<file path="src/rtl/conj_mult_arbiter.sv">
// Two-requester arbiter feeding a 2-stage pipelined complex multiplier computing a*conj(b).
// Round-robin or fixed-priority grant; the whole pipeline stalls as a unit under output backpressure.
module conj_mult_arbiter #(
  parameter int WIDTH     = 16,
  parameter int OUT_WIDTH = 2*WIDTH+1
) (
  input  logic                        clk,
  input  logic                        rst_n,
  input  logic                        s0_valid,
  output logic                        s0_ready,
  input  logic signed [WIDTH-1:0]     s0_a_real,
  input  logic signed [WIDTH-1:0]     s0_a_imag,
  input  logic signed [WIDTH-1:0]     s0_b_real,
  input  logic signed [WIDTH-1:0]     s0_b_imag,
  input  logic                        s1_valid,
  output logic                        s1_ready,
  input  logic signed [WIDTH-1:0]     s1_a_real,
  input  logic signed [WIDTH-1:0]     s1_a_imag,
  input  logic signed [WIDTH-1:0]     s1_b_real,
  input  logic signed [WIDTH-1:0]     s1_b_imag,
  input  logic                        prio_mode,
  output logic                        m_valid,
  input  logic                        m_ready,
  output logic                        m_tag,
  output logic signed [OUT_WIDTH-1:0] m_real,
  output logic signed [OUT_WIDTH-1:0] m_imag
);

  localparam int PW = 2*WIDTH;

  typedef enum logic {
    REQ0 = 1'b0,
    REQ1 = 1'b1
  } req_e;

  req_e                        last_grant;
  req_e                        gnt;
  logic                        gnt_any;
  logic                        advance;

  logic                        st1_vld;
  req_e                        st1_tag;
  logic signed [PW-1:0]        st1_rr, st1_ii, st1_ir, st1_ri;

  logic                        st2_vld;
  req_e                        st2_tag;
  logic signed [OUT_WIDTH-1:0] st2_re, st2_im;

  logic signed [WIDTH-1:0]     sel_ar, sel_ai, sel_br, sel_bi;
  logic signed [PW-1:0]        x_ar, x_ai, x_br, x_bi;
  logic signed [OUT_WIDTH-1:0] e_rr, e_ii, e_ir, e_ri;

  // Arbitration depends only on request inputs, mode, pointer and stage-2 state,
  // so m_ready reaches the readies but never m_valid.
  always_comb begin
    advance = !st2_vld || m_ready;
    gnt_any = 1'b0;
    gnt     = REQ0;
    if (advance) begin
      if (s0_valid && s1_valid) begin
        gnt_any = 1'b1;
        if (prio_mode)
          gnt = REQ0;
        else
          gnt = (last_grant == REQ0) ? REQ1 : REQ0;
      end else if (s0_valid) begin
        gnt_any = 1'b1;
        gnt     = REQ0;
      end else if (s1_valid) begin
        gnt_any = 1'b1;
        gnt     = REQ1;
      end
    end
    s0_ready = rst_n && gnt_any && (gnt == REQ0);
    s1_ready = rst_n && gnt_any && (gnt == REQ1);
  end

  always_comb begin
    sel_ar = (gnt == REQ1) ? s1_a_real : s0_a_real;
    sel_ai = (gnt == REQ1) ? s1_a_imag : s0_a_imag;
    sel_br = (gnt == REQ1) ? s1_b_real : s0_b_real;
    sel_bi = (gnt == REQ1) ? s1_b_imag : s0_b_imag;
    x_ar   = {{WIDTH{sel_ar[WIDTH-1]}}, sel_ar};
    x_ai   = {{WIDTH{sel_ai[WIDTH-1]}}, sel_ai};
    x_br   = {{WIDTH{sel_br[WIDTH-1]}}, sel_br};
    x_bi   = {{WIDTH{sel_bi[WIDTH-1]}}, sel_bi};
  end

  // One extra bit over the products keeps (-2^(W-1))^2 * 2 exact.
  always_comb begin
    e_rr = {{(OUT_WIDTH-PW){st1_rr[PW-1]}}, st1_rr};
    e_ii = {{(OUT_WIDTH-PW){st1_ii[PW-1]}}, st1_ii};
    e_ir = {{(OUT_WIDTH-PW){st1_ir[PW-1]}}, st1_ir};
    e_ri = {{(OUT_WIDTH-PW){st1_ri[PW-1]}}, st1_ri};
  end

  always_ff @(posedge clk or negedge rst_n) begin
    if (!rst_n) begin
      last_grant <= REQ1;
      st1_vld    <= 1'b0;
      st1_tag    <= REQ0;
      st1_rr     <= '0;
      st1_ii     <= '0;
      st1_ir     <= '0;
      st1_ri     <= '0;
      st2_vld    <= 1'b0;
      st2_tag    <= REQ0;
      st2_re     <= '0;
      st2_im     <= '0;
    end else if (advance) begin
      if (gnt_any)
        last_grant <= gnt;
      st1_vld <= gnt_any;
      st1_tag <= gnt;
      st1_rr  <= x_ar * x_br;
      st1_ii  <= x_ai * x_bi;
      st1_ir  <= x_ai * x_br;
      st1_ri  <= x_ar * x_bi;
      st2_vld <= st1_vld;
      st2_tag <= st1_tag;
      st2_re  <= e_rr + e_ii;
      st2_im  <= e_ir - e_ri;
    end
  end

  assign m_valid = st2_vld;
  assign m_tag   = st2_tag;
  assign m_real  = st2_re;
  assign m_imag  = st2_im;

endmodule

</file>
<file path="config.mk">
export PLATFORM = sky130hd
export DESIGN_NAME = conj_mult_arbiter
export DESIGN_NICKNAME = d
export VERILOG_FILES = /design/src/rtl/conj_mult_arbiter.sv
export SDC_FILE = /design/constraint.sdc
export NUM_CORES = 2
export LEC_CHECK = 0
export BUFFER_PORTS_ARGS = -buffer_cell sky130_fd_sc_hd__buf_4
export CAP_MARGIN = 10
export CORE_MARGIN = 1.5
export CORE_UTILIZATION = 40
export DETAILED_ROUTE_END_ITERATION = 12
export HOLD_SLACK_MARGIN = 0.15
export MAX_ROUTING_LAYER = met4
export PLACE_DENSITY = 0.64
export SLEW_MARGIN = 20
export SYNTH_ARGS = -nofsm -noshare
export SYNTH_HDL_FRONTEND = slang
export SYNTH_SLANG_ARGS = --single-unit
</file>
<file path="constraint.sdc">
create_clock -name clk -period 23 [get_ports clk]
set_input_delay 2.3 -clock clk [delete_from_list [all_inputs] [get_ports clk]]
set_output_delay 2.3 -clock clk [all_outputs]
set_load 0.01 [all_outputs]
</file>
==> summary.txt <==
Run status
  – Run status: finished clean

Global route
  – Pin count of the biggest net entering global routing: 194
  – Gr busiest metal: met2
  – GR Util met2: 0.3763
  – Met1 Resource Use GR: 0.3516
  – Global-route wire length before repair: ~240 mm
  – Vias in the first global route: 39740
  – Total GRT Usage: 0.2582
  – GR Layer Usage met3: 0.06257
  – Initial antenna violation count: 5
  – Global route overflow: 0

Setup path
  – Critical Path RT: 23.39 ns
  – FF-to-FF setup slack: about 14 ns
  – CP arrival: 10.92 ns
  – WS Path Type: in -> reg
  – CP dominant cell by count: fa_1
  – Max stage delay cell, worst path: fa_1
  – Crit start category: primary input
  – Crit-path max cell delay: 0.77 ns
  – CP Max Fanout: 106
  – Endpoint class of the critical path: flop

Synthesis
  – Post-Syn Area per Cell: 8.874 um^2
  – Synth Warn #: 0
  – Distinct cells, synth: just under 70
  – Flip-flop and latch count after synthesis: 199
  – Top cells by area, synth: fa_1 43%, dfrtp_1 10%, ha_1 9.9%, inv_1 9.1%, nand2_1 5.3%
  – Register area share after synthesis: 0.1009
  – Synth Cell Area: 49390 um^2
  – Most common cell in the synthesized netlist: inv_1
  – Top cell type by total area after synthesis: fa_1
  – Synth Net Count: 7141
  – Commonest cells post-synth: 1198 x inv_1, 1050 x fa_1, 695 x nand2_1
  – Post-synth top area share: 0.4256
  – Top_reg_cell synth: dfrtp_1
  – Cells after Synth: 5565
  – Post-synth ARST share: 1.000
  – Post-synth EDFFs: 0

Die
  – Core area: approximately 120000 um^2
  – Die Ht: 354.4 um
  – Number of I/O pins: roughly 200
  – Initial Util: 0.4042
  – Rows: 128
  – Chip width: 354.4 um
  – Die ar.: 125600 um^2

Timing
  – Fin crit period: about 11 ns
  – Setup TNS: 0 ns
  – Slew @ Worst Pin: 1.207 ns
  – Final worst path period share: 0.4581
  – Final Skew: 0.01908 ns
  – Fmax: 0.09491 GHz
  – Final Hold Viols: 0
  – Pins over their slew limit: 0
  – Setup violators final: 0
  – Relative slew slack: 0.1796
  – RSZ-0062 raised after global routing: false

Layout
  – Area grow syn2layout: 8.538%
  – Core Util, Final: 0.4387
  – Fill cells: 12040
  – Post-layout instance area: around 54000 um^2
  – Layout cell share with drive strength beyond 1: 0.07592
  – Layout Nets: around 7200

Routing
  – Via count: ~39000
  – Post-Route WL: 154.0 mm
  – Final antenna-violating net count: 0
  – Vias per std cell: 5.311
  – Wirelength per Cell: 21.15 um
  – Drt drc: 0
  – DRT iter0 DRCs: 3315
  – Drt first pass iters: 6

Place
  – Post-DP Area: 52950 um^2
  – Detailed placement HPWL: 121.3 mm
  – GP Congestion: 0.9785
  – Buffers added on ports: 203

Clock network
  – Clock sink count: slightly below 200
  – CTS Buf Count: 17
  – Hold_buf cts: 0
  – Root buffer cell: clkbuf_16
  – Clk_lat worst skew: between 0.5 and 0.6 ns
  – TritonCTS clock tree: yes
  – # Post-CTS Setup Buffers: 0
  – CTS max path bufs: 2
  – Clk pin slew, worst setup/hold paths: ~0.090 ns
  – Post-cts resize count: 0
  – CTS H-tree lvls: 4

Worst hold path
  – Worst hold path type: reg -> reg

Flow run
  – Max_cap viols: 0
[metrics by stage]
step | hold WS [ns] | worst slack, ns | instances
4_1_cts | 0.4718 | 12.54 | 7275
2_1_floorplan | 0.4300 | 13.43 | 5565
6_report | 0.4671 | 12.46 | 7280
3_5_place_dp | 0.4502 | 11.94 | 7243
3_3_place_gp | 0.4454 | 11.98 | 7242
5_1_grt | 0.4929 | 12.03 | 7280
[final cells by class]
type,count,area [um^2],share of cell area
well taps,1625,2033,0.03793
inverters,1198,4497,0.08389
clock buffers,18,429.2,0.008006
flip-flops and latches,199,4981,0.09292
multi-input cells,3951,39370,0.7346
diodes,4,10.01,0.0001867
clock inverters,14,183.9,0.003431
repair buffers,271,2095,0.03907
[path summary, 6_finish.rpt]
path,endpoint,from,depth (start not counted)
worst max-delay path,st1_rr[28]$_DFFE_PN0P_,m_ready,25
worst min-delay path,m_valid$_DFFE_PN0P_,st1_vld$_DFFE_PN0P_,1
worst max register to register,st1_rr[28]$_DFFE_PN0P_,last_grant$_DFFE_PN1P_,24
worst min register to register,m_valid$_DFFE_PN0P_,st1_vld$_DFFE_PN0P_,1
max in group asynchronous,st1_ri[12]$_DFFE_PN0P_,rst_n,3
min in group asynchronous,m_real[26]$_DFFE_PN0P_,rst_n,1
[registers in the layout (all words and copies together) (netlist names)]
register and count:
last_grant 1, st1_ri 32, st1_rr 32, m_real 33, m_imag 33, m_tag 1
st1_tag 1, st1_ir 32, st1_ii 32, m_valid 1, st1_vld 1
[cells in the final DEF, fill, tap and decap left out, types with 7 or more instances in the layout]
master,instances
inv_1,1198
fa_1,1050
nand2_1,695
nor2_1,691
ha_1,392
buf_4,266
a21oi_1,224
dfrtp_1,198
o21ai_0,166
xnor2_1,104
xor2_1,84
a21o_1,69
mux2_2,60
nand3_1,36
a211oi_1,32
mux2i_2,31
mux2i_1,23
o21a_1,23
nor3_1,22
o21bai_1,22
nand2b_1,20
a31oi_1,17
clkbuf_16,17
and3_1,16
o211ai_1,13
mux2i_4,12
nor2b_1,11
o31ai_1,11
and2_1,9
a31o_2,8
o31a_1,7
nand4_1,7
a221o_1,7
[logic make-up (layout without fill, tap and decap cells)]
group / Yosys count / in the layout / synth area share
muxes: 126 / 126 / 0.02706
xor gates and xnor gates: 188 / 188 / 0.03334
other: 0 / 4 / 0
DFF: 199 / 199 / 0.1009
and+or+nand+nor: 1541 / 1541 / 0.1241
AOI/OAI and AO/OA: 654 / 654 / 0.08188
buffers and inverters: 1415 / 1501 / 0.1078
adders and majority gates: 1442 / 1442 / 0.5249
[per-layer routing]
metal / routed length [um] / vias to the layer above
li1: - / 17040
met3: 16510 / 260
met5: 0 / -
met4: 5976 / 0
met2: 66010 / 1718
met1: 65450 / 19640
[critical path: cells and delay by family]
kind	cells	cell delay (ns)
muxes	1	0.68
AOI/OAI and AO/OA	7	1.76
buffers and inverters	5	0.88
xor gates and xnor gates	1	0.15
and+or+nand+nor	4	1.34
adders and majority gates	7	3.59
Power is not shown: default switching activity piles up to over one toggle a cycle in this logic, so the estimate is an artifact.
